<file path="src/rtl/phy_pkg.sv">
// ============================================================================
//  Module   : phy_pkg
//  Purpose  : Shared constants and state encoding for the phy lane datapath.
//             The symbol constants are common to the transmit serializer and
//             the receive deserializer.
//  Revision : 1.0  initial release
// ============================================================================
`default_nettype none

package phy_pkg;

    // Alignment / comma symbol (K28.5)
    localparam logic [7:0] COM_BYTE = 8'hBC;
    // Idle symbol sent when the lane carries no valid data
    localparam logic [7:0] IDL_BYTE = 8'h7C;

    // Receive alignment state machine encoding
    typedef enum logic [1:0] {
        SEARCH = 2'd0,
        ALIGN  = 2'd1,
        ACTIVE = 2'd2
    } rx_state_t;

endpackage : phy_pkg

`default_nettype wire

</file>
<file path="src/rtl/phy_rx_deser.sv">
// ============================================================================
//  Module   : phy_rx_deser
//  Purpose  : Single-lane serial receiver. Shifts one bit per clk_8f edge,
//             MSB first, locks byte alignment on a run of COM symbols and then
//             delivers recovered data bytes with a valid flag.
//  Revision : 1.0  initial release
// ============================================================================
`default_nettype none

module phy_rx_deser
    import phy_pkg::*;
#(
    parameter int COM_LOCK = 4      // consecutive aligned COMs needed to lock (1..15)
) (
    input  logic       clk_8f,
    input  logic       reset,
    input  logic       serial_in,
    output logic [7:0] data_out,
    output logic       valid_out,
    output logic       byte_strobe,
    output logic       active
);

    localparam logic [3:0] c_COM_LOCK = 4'(COM_LOCK);

    rx_state_t   r_state;
    logic [7:0]  r_shift;
    logic [2:0]  r_bit_cnt;
    logic [3:0]  r_com_cnt;
    logic [7:0]  r_data;
    logic        r_valid;
    logic        r_strobe;
    logic        r_active;

    rx_state_t   w_state_nxt;
    logic [7:0]  w_next_byte;
    logic        w_boundary;
    logic        w_is_com;
    logic        w_is_idl;
    logic [3:0]  w_com_inc;
    logic [2:0]  w_bit_cnt_nxt;
    logic [3:0]  w_com_cnt_nxt;
    logic [7:0]  w_data_nxt;
    logic        w_valid_nxt;
    logic        w_strobe_nxt;
    logic        w_active_nxt;

    // Register all state; reset discards any partial byte or partial lock
    always_ff @(posedge clk_8f or posedge reset) begin
        if (reset) begin
            r_state   <= SEARCH;
            r_shift   <= 8'h00;
            r_bit_cnt <= 3'd0;
            r_com_cnt <= 4'd0;
            r_data    <= 8'h00;
            r_valid   <= 1'b0;
            r_strobe  <= 1'b0;
            r_active  <= 1'b0;
        end else begin
            r_state   <= w_state_nxt;
            r_shift   <= w_next_byte;
            r_bit_cnt <= w_bit_cnt_nxt;
            r_com_cnt <= w_com_cnt_nxt;
            r_data    <= w_data_nxt;
            r_valid   <= w_valid_nxt;
            r_strobe  <= w_strobe_nxt;
            r_active  <= w_active_nxt;
        end
    end

    // Next-state and next-output logic for the alignment state machine
    always_comb begin
        w_next_byte   = {r_shift[6:0], serial_in};
        w_boundary    = (r_bit_cnt == 3'd7);
        w_is_com      = (w_next_byte == COM_BYTE);
        w_is_idl      = (w_next_byte == IDL_BYTE);
        w_com_inc     = r_com_cnt + 4'd1;

        w_state_nxt   = r_state;
        w_bit_cnt_nxt = r_bit_cnt + 3'd1;
        w_com_cnt_nxt = r_com_cnt;
        w_data_nxt    = r_data;
        w_valid_nxt   = r_valid;
        w_strobe_nxt  = 1'b0;
        w_active_nxt  = r_active;

        case (r_state)
            SEARCH: begin
                // Bit-granular slide: any window matching COM defines alignment
                if (w_is_com) begin
                    w_bit_cnt_nxt = 3'd0;
                    w_com_cnt_nxt = 4'd1;
                    if (c_COM_LOCK == 4'd1) begin
                        w_state_nxt  = ACTIVE;
                        w_active_nxt = 1'b1;
                    end else begin
                        w_state_nxt  = ALIGN;
                    end
                end
            end
            ALIGN: begin
                // Only aligned boundaries count; any other byte breaks the run
                if (w_boundary) begin
                    if (w_is_com) begin
                        w_com_cnt_nxt = w_com_inc;
                        if (w_com_inc == c_COM_LOCK) begin
                            w_state_nxt  = ACTIVE;
                            w_active_nxt = 1'b1;
                        end
                    end else begin
                        w_com_cnt_nxt = 4'd0;
                        w_state_nxt   = SEARCH;
                    end
                end
            end
            ACTIVE: begin
                // Sticky until reset; COM/IDL bytes drop valid but keep data
                if (w_boundary) begin
                    w_strobe_nxt = 1'b1;
                    if (w_is_com || w_is_idl) begin
                        w_valid_nxt = 1'b0;
                    end else begin
                        w_data_nxt  = w_next_byte;
                        w_valid_nxt = 1'b1;
                    end
                end
            end
            default: begin
                w_state_nxt = SEARCH;
            end
        endcase
    end

    assign data_out    = r_data;
    assign valid_out   = r_valid;
    assign byte_strobe = r_strobe;
    assign active      = r_active;

endmodule : phy_rx_deser

`default_nettype wire

</file>
<file path="config.mk">
export PLATFORM = sky130hd
export DESIGN_NAME = phy_rx_deser
export DESIGN_NICKNAME = d
export VERILOG_FILES = /design/src/rtl/phy_pkg.sv /design/src/rtl/phy_rx_deser.sv
export SDC_FILE = /design/constraint.sdc
export NUM_CORES = 1
export LEC_CHECK = 0
export ABC_AREA = 1
export BUFFER_PORTS_ARGS = -buffer_cell sky130_fd_sc_hd__buf_2
export CORE_MARGIN = 2
export CORE_UTILIZATION = 35
export CTS_CLUSTER_DIAMETER = 150
export DETAILED_ROUTE_END_ITERATION = 8
export PLACE_DENSITY = 0.55
export SYNTH_ARGS = -nofsm -noshare
export SYNTH_HDL_FRONTEND = slang
export SYNTH_SLANG_ARGS = --single-unit
</file>
<file path="constraint.sdc">
create_clock -name clk_8f -period 2.3 [get_ports clk_8f]
set_input_delay 0.23 -clock clk_8f [delete_from_list [all_inputs] [get_ports clk_8f]]
set_output_delay 0.23 -clock clk_8f [all_outputs]
set_load 0.02 [all_outputs]
</file>
Word level (Yosys, flattened, before mapping)
Index checks and enable logic that the tools add are counted.
W data, S select, Z words.
{"block": "word_totals", "mem_bits_ro": 0, "input_bits": 3, "output_inout_bits": 11, "latchBits": 0, "ram_bits": 0, "ff_bits": 27, "n_memories": 0}
{"block": "classes", "addsub": 2, "n_lt_le_gt_ge": 0, "shift": 0, "div_mod_pow": 0, "n_mux": 14, "bitwise_logic": 2, "reduce_logical": 8, "mul": 0, "eq_ne": 9}
{"cell": "$mux W4", "count": 3}
{"cell": "$eq A8 B7 Y1 const B", "count": 1}
{"cell": "$eq A8 B8 Y1 const B", "count": 1}
{"cell": "$mux W2", "count": 4}
{"cell": "$pmux W4 S2", "count": 1}
{"cell": "$reduce_and A4 Y1", "count": 2}
{"cell": "$mux W3", "count": 2}
{"cell": "$pmux W2 S3", "count": 1}
{"cell": "$reduce_and A3 Y1", "count": 2}
{"cell": "$add A4 B1 Y4 const B", "count": 1}
{"cell": "$eq A4 B3 Y1 const B", "count": 1}
{"cell": "$ne A2 B2 Y1 const B", "count": 2}
{"cell": "$add A3 B1 Y3 const B", "count": 1}
{"cell": "$eq A3 B3 Y1 const B", "count": 1}
{"cell": "$mux W1", "count": 3}
{"cell": "$ne A3 B3 Y1 const B", "count": 1}
{"cell": "$eq A2 B1 Y1 const B", "count": 1}
{"cell": "$eq A2 B2 Y1 const B", "count": 1}
{"cell": "$logic_not A2 Y1", "count": 1}
{"cell": "$not A1 Y1", "count": 2}
{"cell": "$reduce_and A2 Y1", "count": 1}
{"cell": "$reduce_bool A2 Y1", "count": 1}
{"cell": "$logic_or A1 B1 Y1", "count": 1}

Longest topological paths before layout
{"block": "depth", "depth_word": 6, "mapped_depth": 10, "mapped_depth_nobuf": 10}

Worst setup path before layout
Ideal clock, no wire load.
{"block": "synth_timing", "path_type": "register to register", "startpoint": "reg r_bit_cnt[0]", "endpoint": "reg r_data[0], in the netlist data_out[0]", "setup_slack_ns": 0.911, "t_arrival_ns": 1.315, "path_stages_with_launch": 9, "period_less_slack_ns": 1.389, "path_buffers": 1, "path_cell_list": "dfrtp_1 -> ha_1 -> ha_1 -> inv_1 -> nor2_8 -> nand3_4 -> buf_6 -> nand2_2 -> o21ai_2"}
{"block": "synth_via", "elab_chain_cells": 2}
{"element": "from (decl)", "line": "phy_rx_deser.sv:28", "rtl": "logic [2:0] r_bit_cnt;"}
{"element": "from (signal assigned)", "line": "phy_rx_deser.sv:62", "rtl": "r_bit_cnt <= w_bit_cnt_nxt;"}
{"element": "$eq A3 B3 Y1", "line": "phy_rx_deser.sv:74", "rtl": "w_boundary = (r_bit_cnt == 3'd7);"}
{"element": "$reduce_and A3 Y1 (no line)"}
{"element": "to (signal assigned)", "line": "phy_rx_deser.sv:64", "rtl": "r_data <= w_data_nxt;"}
{"element": "to (decl)", "line": "phy_rx_deser.sv:30", "rtl": "logic [7:0] r_data;"}
No other way between the ends.
A chain may end at the register's enable or synchronous reset.

Worst setup path after layout
{"block": "layout_timing", "startpoint": "in serial_in", "endpoint": "reg r_state[0]"}
{"block": "layout_via", "elab_chain_cells": 4, "word_cells_on_any_way": 7, "cone_classes": "3 x eq/ne; 3 x mux; 1 x reduce/logical"}
{"element": "from (decl)", "line": "phy_rx_deser.sv:17", "rtl": "input logic serial_in,"}
{"element": "$eq A8 B8 Y1 (*)", "line": "phy_rx_deser.sv:75", "rtl": "w_is_com = (w_next_byte == COM_BYTE);"}
{"element": "$mux W2", "line": "phy_rx_deser.sv:104", "rtl": "if (w_is_com) begin"}
{"element": "$mux W2", "line": "phy_rx_deser.sv:103", "rtl": "if (w_boundary) begin"}
{"element": "$pmux W2 S3", "line": "phy_rx_deser.sv:87", "rtl": "case (r_state)"}
{"element": "to (signal assigned)", "line": "phy_rx_deser.sv:60", "rtl": "r_state <= w_state_nxt;"}
{"element": "to (decl)", "line": "phy_rx_deser.sv:26", "rtl": "rx_state_t r_state;"}
Every way passes the cells marked *; elsewhere a longest branch is shown, timed or not. The select of a mux whose other input is x is not followed.

==> results.txt <==
clock latency on the worst-skew pair = 0.32 ns
Post-synth EDFFs = 0
Die W = 62.7 µm
1st-pass router iterations = 4
n_diodes = 0
clk buf depth = 2
Tmin final = 1.55 ns
Synth Area per Inst = 9.97 µm²
total grt overflow = 0
WL per Instance = 9.93 µm
Critical Path Stages = 11
Final Hold Fails = 0
crit path launch type = input port
Setup Crit Path Kind = in -> reg
mapped cell area = 0.00121 mm²
first-pass GRT wire length = 3550 µm
combinational power share = 7.0%
Final ANT Viol Nets = 0
delay of the slowest cell on the worst path = 0.54 ns
gpl congestion = 0.764
Starting Density = 36.4%
Ys Warns = 0
Multi-input gate area = 444 µm²
critical path's most frequent cell = nand2_1
Vias = 805
final wirelength = 1850 µm
sw frac = 24.3%
WP buf/inv = 3
crit-path cells = dlygate4sd3_1, buf_2, inv_1, nand2_1, nor2_4, nand2_2, nor2_2, nand2_1, nand3_1, nand2_1, nand2_1
worst hold-check path type = reg -> reg
IO Count = 14
WP data arrival = 1.83 ns
TritonCTS clock tree = done
most common cell after layout, fill and taps aside = nand2_1
Critical-path top delay cell = dlygate4sd3_1
H-Tree Depth = 1
Max transition margin = 77.5%
Max Cap Viol = 0
cell count after synthesis = 121
worst vdd ir = 0.223 mV
fin crit share = 67.6%
Min-Delay Path Depth = 0
post-synthesis sequential area ratio = 56.0%
fillers = 359
share of cells above drive strength 1 = 27.9%
setup total negative slack = 0 ns
Setup Viol. Count Final = 0
pre-CTS WS = 0.825 ns
total track usage = 11.3%
ys flop type = dfrtp_1
Nets = 148
worst reg2reg setup slack = 0.81 ns
sequential power share = 65.6%
worst-margin pin slew = 0.338 ns
Netlist cell types = 22
Clock Sinks = 27
Rows = 21
Async S/R FF share, synth = 100%
RSZ-0062 raised after global routing = no
fmax = 643 MHz
antenna violations before repair = 0
Reg2Reg Depth = 7
CORE AREA = 0.00331 mm²
DP HPWL = 1370 µm
Worst Path Required = 2.58 ns
Worst-path clk slew = 0.15 ns
internal power = 0.000573 W
Port Buffers = 13
CTS root buf = clkbuf_4
area delta synth->final = 14.0%
syn nets = 128
Via density = 4.33
Switch Pwr = 0.000184 W
Setup WS post-layout = 0.746 ns
DRC = 0
starting DRC count in detailed routing = 13
Crit path max-delay family = simple AND/OR/NAND/NOR gates
clk_skew = 0.00783 ns
Cell Pwr Density = 551 mW/mm²
commonest cells after routing, fill and taps aside = 33 x nand2_1, 27 x dfrtp_1, 18 x inv_1
Seq. cell area = 676 µm²
largest net degree at the start of global routing = 28
die area = 0.00393 mm²
clock network power share = 27.4%
Final Total Pwr = 0.000757 W
Max Transition Viols Final = 0
outcome = finished clean
worst-path fanout max = 6
Setup Fix Bufs, Post-CTS = 0
LEAKAGE = 0.688 nW
via count of the first global-routing pass = 843
CTS Buf Count = 3
Crit. End Element = flop
synthesized flop and latch total = 27
Die H = 62.7 µm
kinds of logic (layout without fill, tap and decap cells):
kind of cell / Yosys count / in the layout / synth area share [%]
AOI/OAI and AO/OA: 15 / 15 / 10.2
adders and majority gates: 4 / 4 / 4.15
buffers and inverters: 21 / 40 / 7.16
DFF: 27 / 27 / 56.0
and+or+nand+nor: 54 / 54 / 22.5
metrics by stage:
step	utilization [%]	area, µm²	hold WS, ns	std cells
floorplan	-	1210	0.261	121
global placement	40.0	1330	0.304	180
detailed placement	40.0	1330	0.303	180
CTS	41.2	1370	0.00237	185
global route	41.5	1380	0.420	186
finish	41.5	1380	0.402	186
power groups by stage:
stage | clock network (W) | registers [W] | logic [W]
6_report | 0.000207 | 0.000497 | 0.0000531
2_1_floorplan | 0 | 0.000515 | 0.0000255
3_3_place_gp | 0 | 0.000506 | 0.0000514
5_1_grt | 0.000237 | 0.000500 | 0.0000600
3_5_place_dp | 0 | 0.000506 | 0.0000519
4_1_cts | 0.000223 | 0.000497 | 0.0000533
synth_stat cells (2+ instances only):
cell type	n	area share, %
dfrtp_1	27	56
ha_1	4	4.1
inv_1	18	5.6
inv_2	2	0.62
nand2_1	33	10
nand2_2	3	1.6
nand3_1	6	2.5
nand4_1	2	1.0
nor2_1	3	0.93
nor2_2	2	1.0
o21ai_1	3	1.2
o21ai_2	8	5.8
state kept, by name, indices dropped and copies added (netlist names):
name,flops
data_out,8
byte_strobe,1
r_bit_cnt,3
r_shift,7
r_state,2
active,1
valid_out,1
r_com_cnt,4
what timing repair did:
action	CTS	global route
resized for setup	0	0
hold buffers	1	1
endpoints found under the hold margin	27	1
metal layers:
metal	vias to the layer above	track usage [%]	share of wire, %
li1	421	-	-
met5	-	0	0
met1	372	13.5	48
met2	8	19.5	48
met4	0	5.83	1.8
met3	4	1.80	2.2
path summary, 6_finish.rpt:
path / from / to
min reg2reg: r_shift[0] / r_shift[1]
max reg2reg: r_bit_cnt[0] / data_out[5]
min in group asynchronous: reset / byte_strobe
max in group asynchronous: reset / data_out[3]
min: r_shift[0] / r_shift[1]
max: serial_in / r_state[0]
final cells by class:
cell class	instances	area share, %
clock buffer	3	1.64
multi-input combinational	73	32.3
clock inverter	1	0.546
timing repair buffer	16	6.73
tap	46	4.19
sequential	27	49.1
inverter	20	5.46
(Power assumes the default switching activity.)
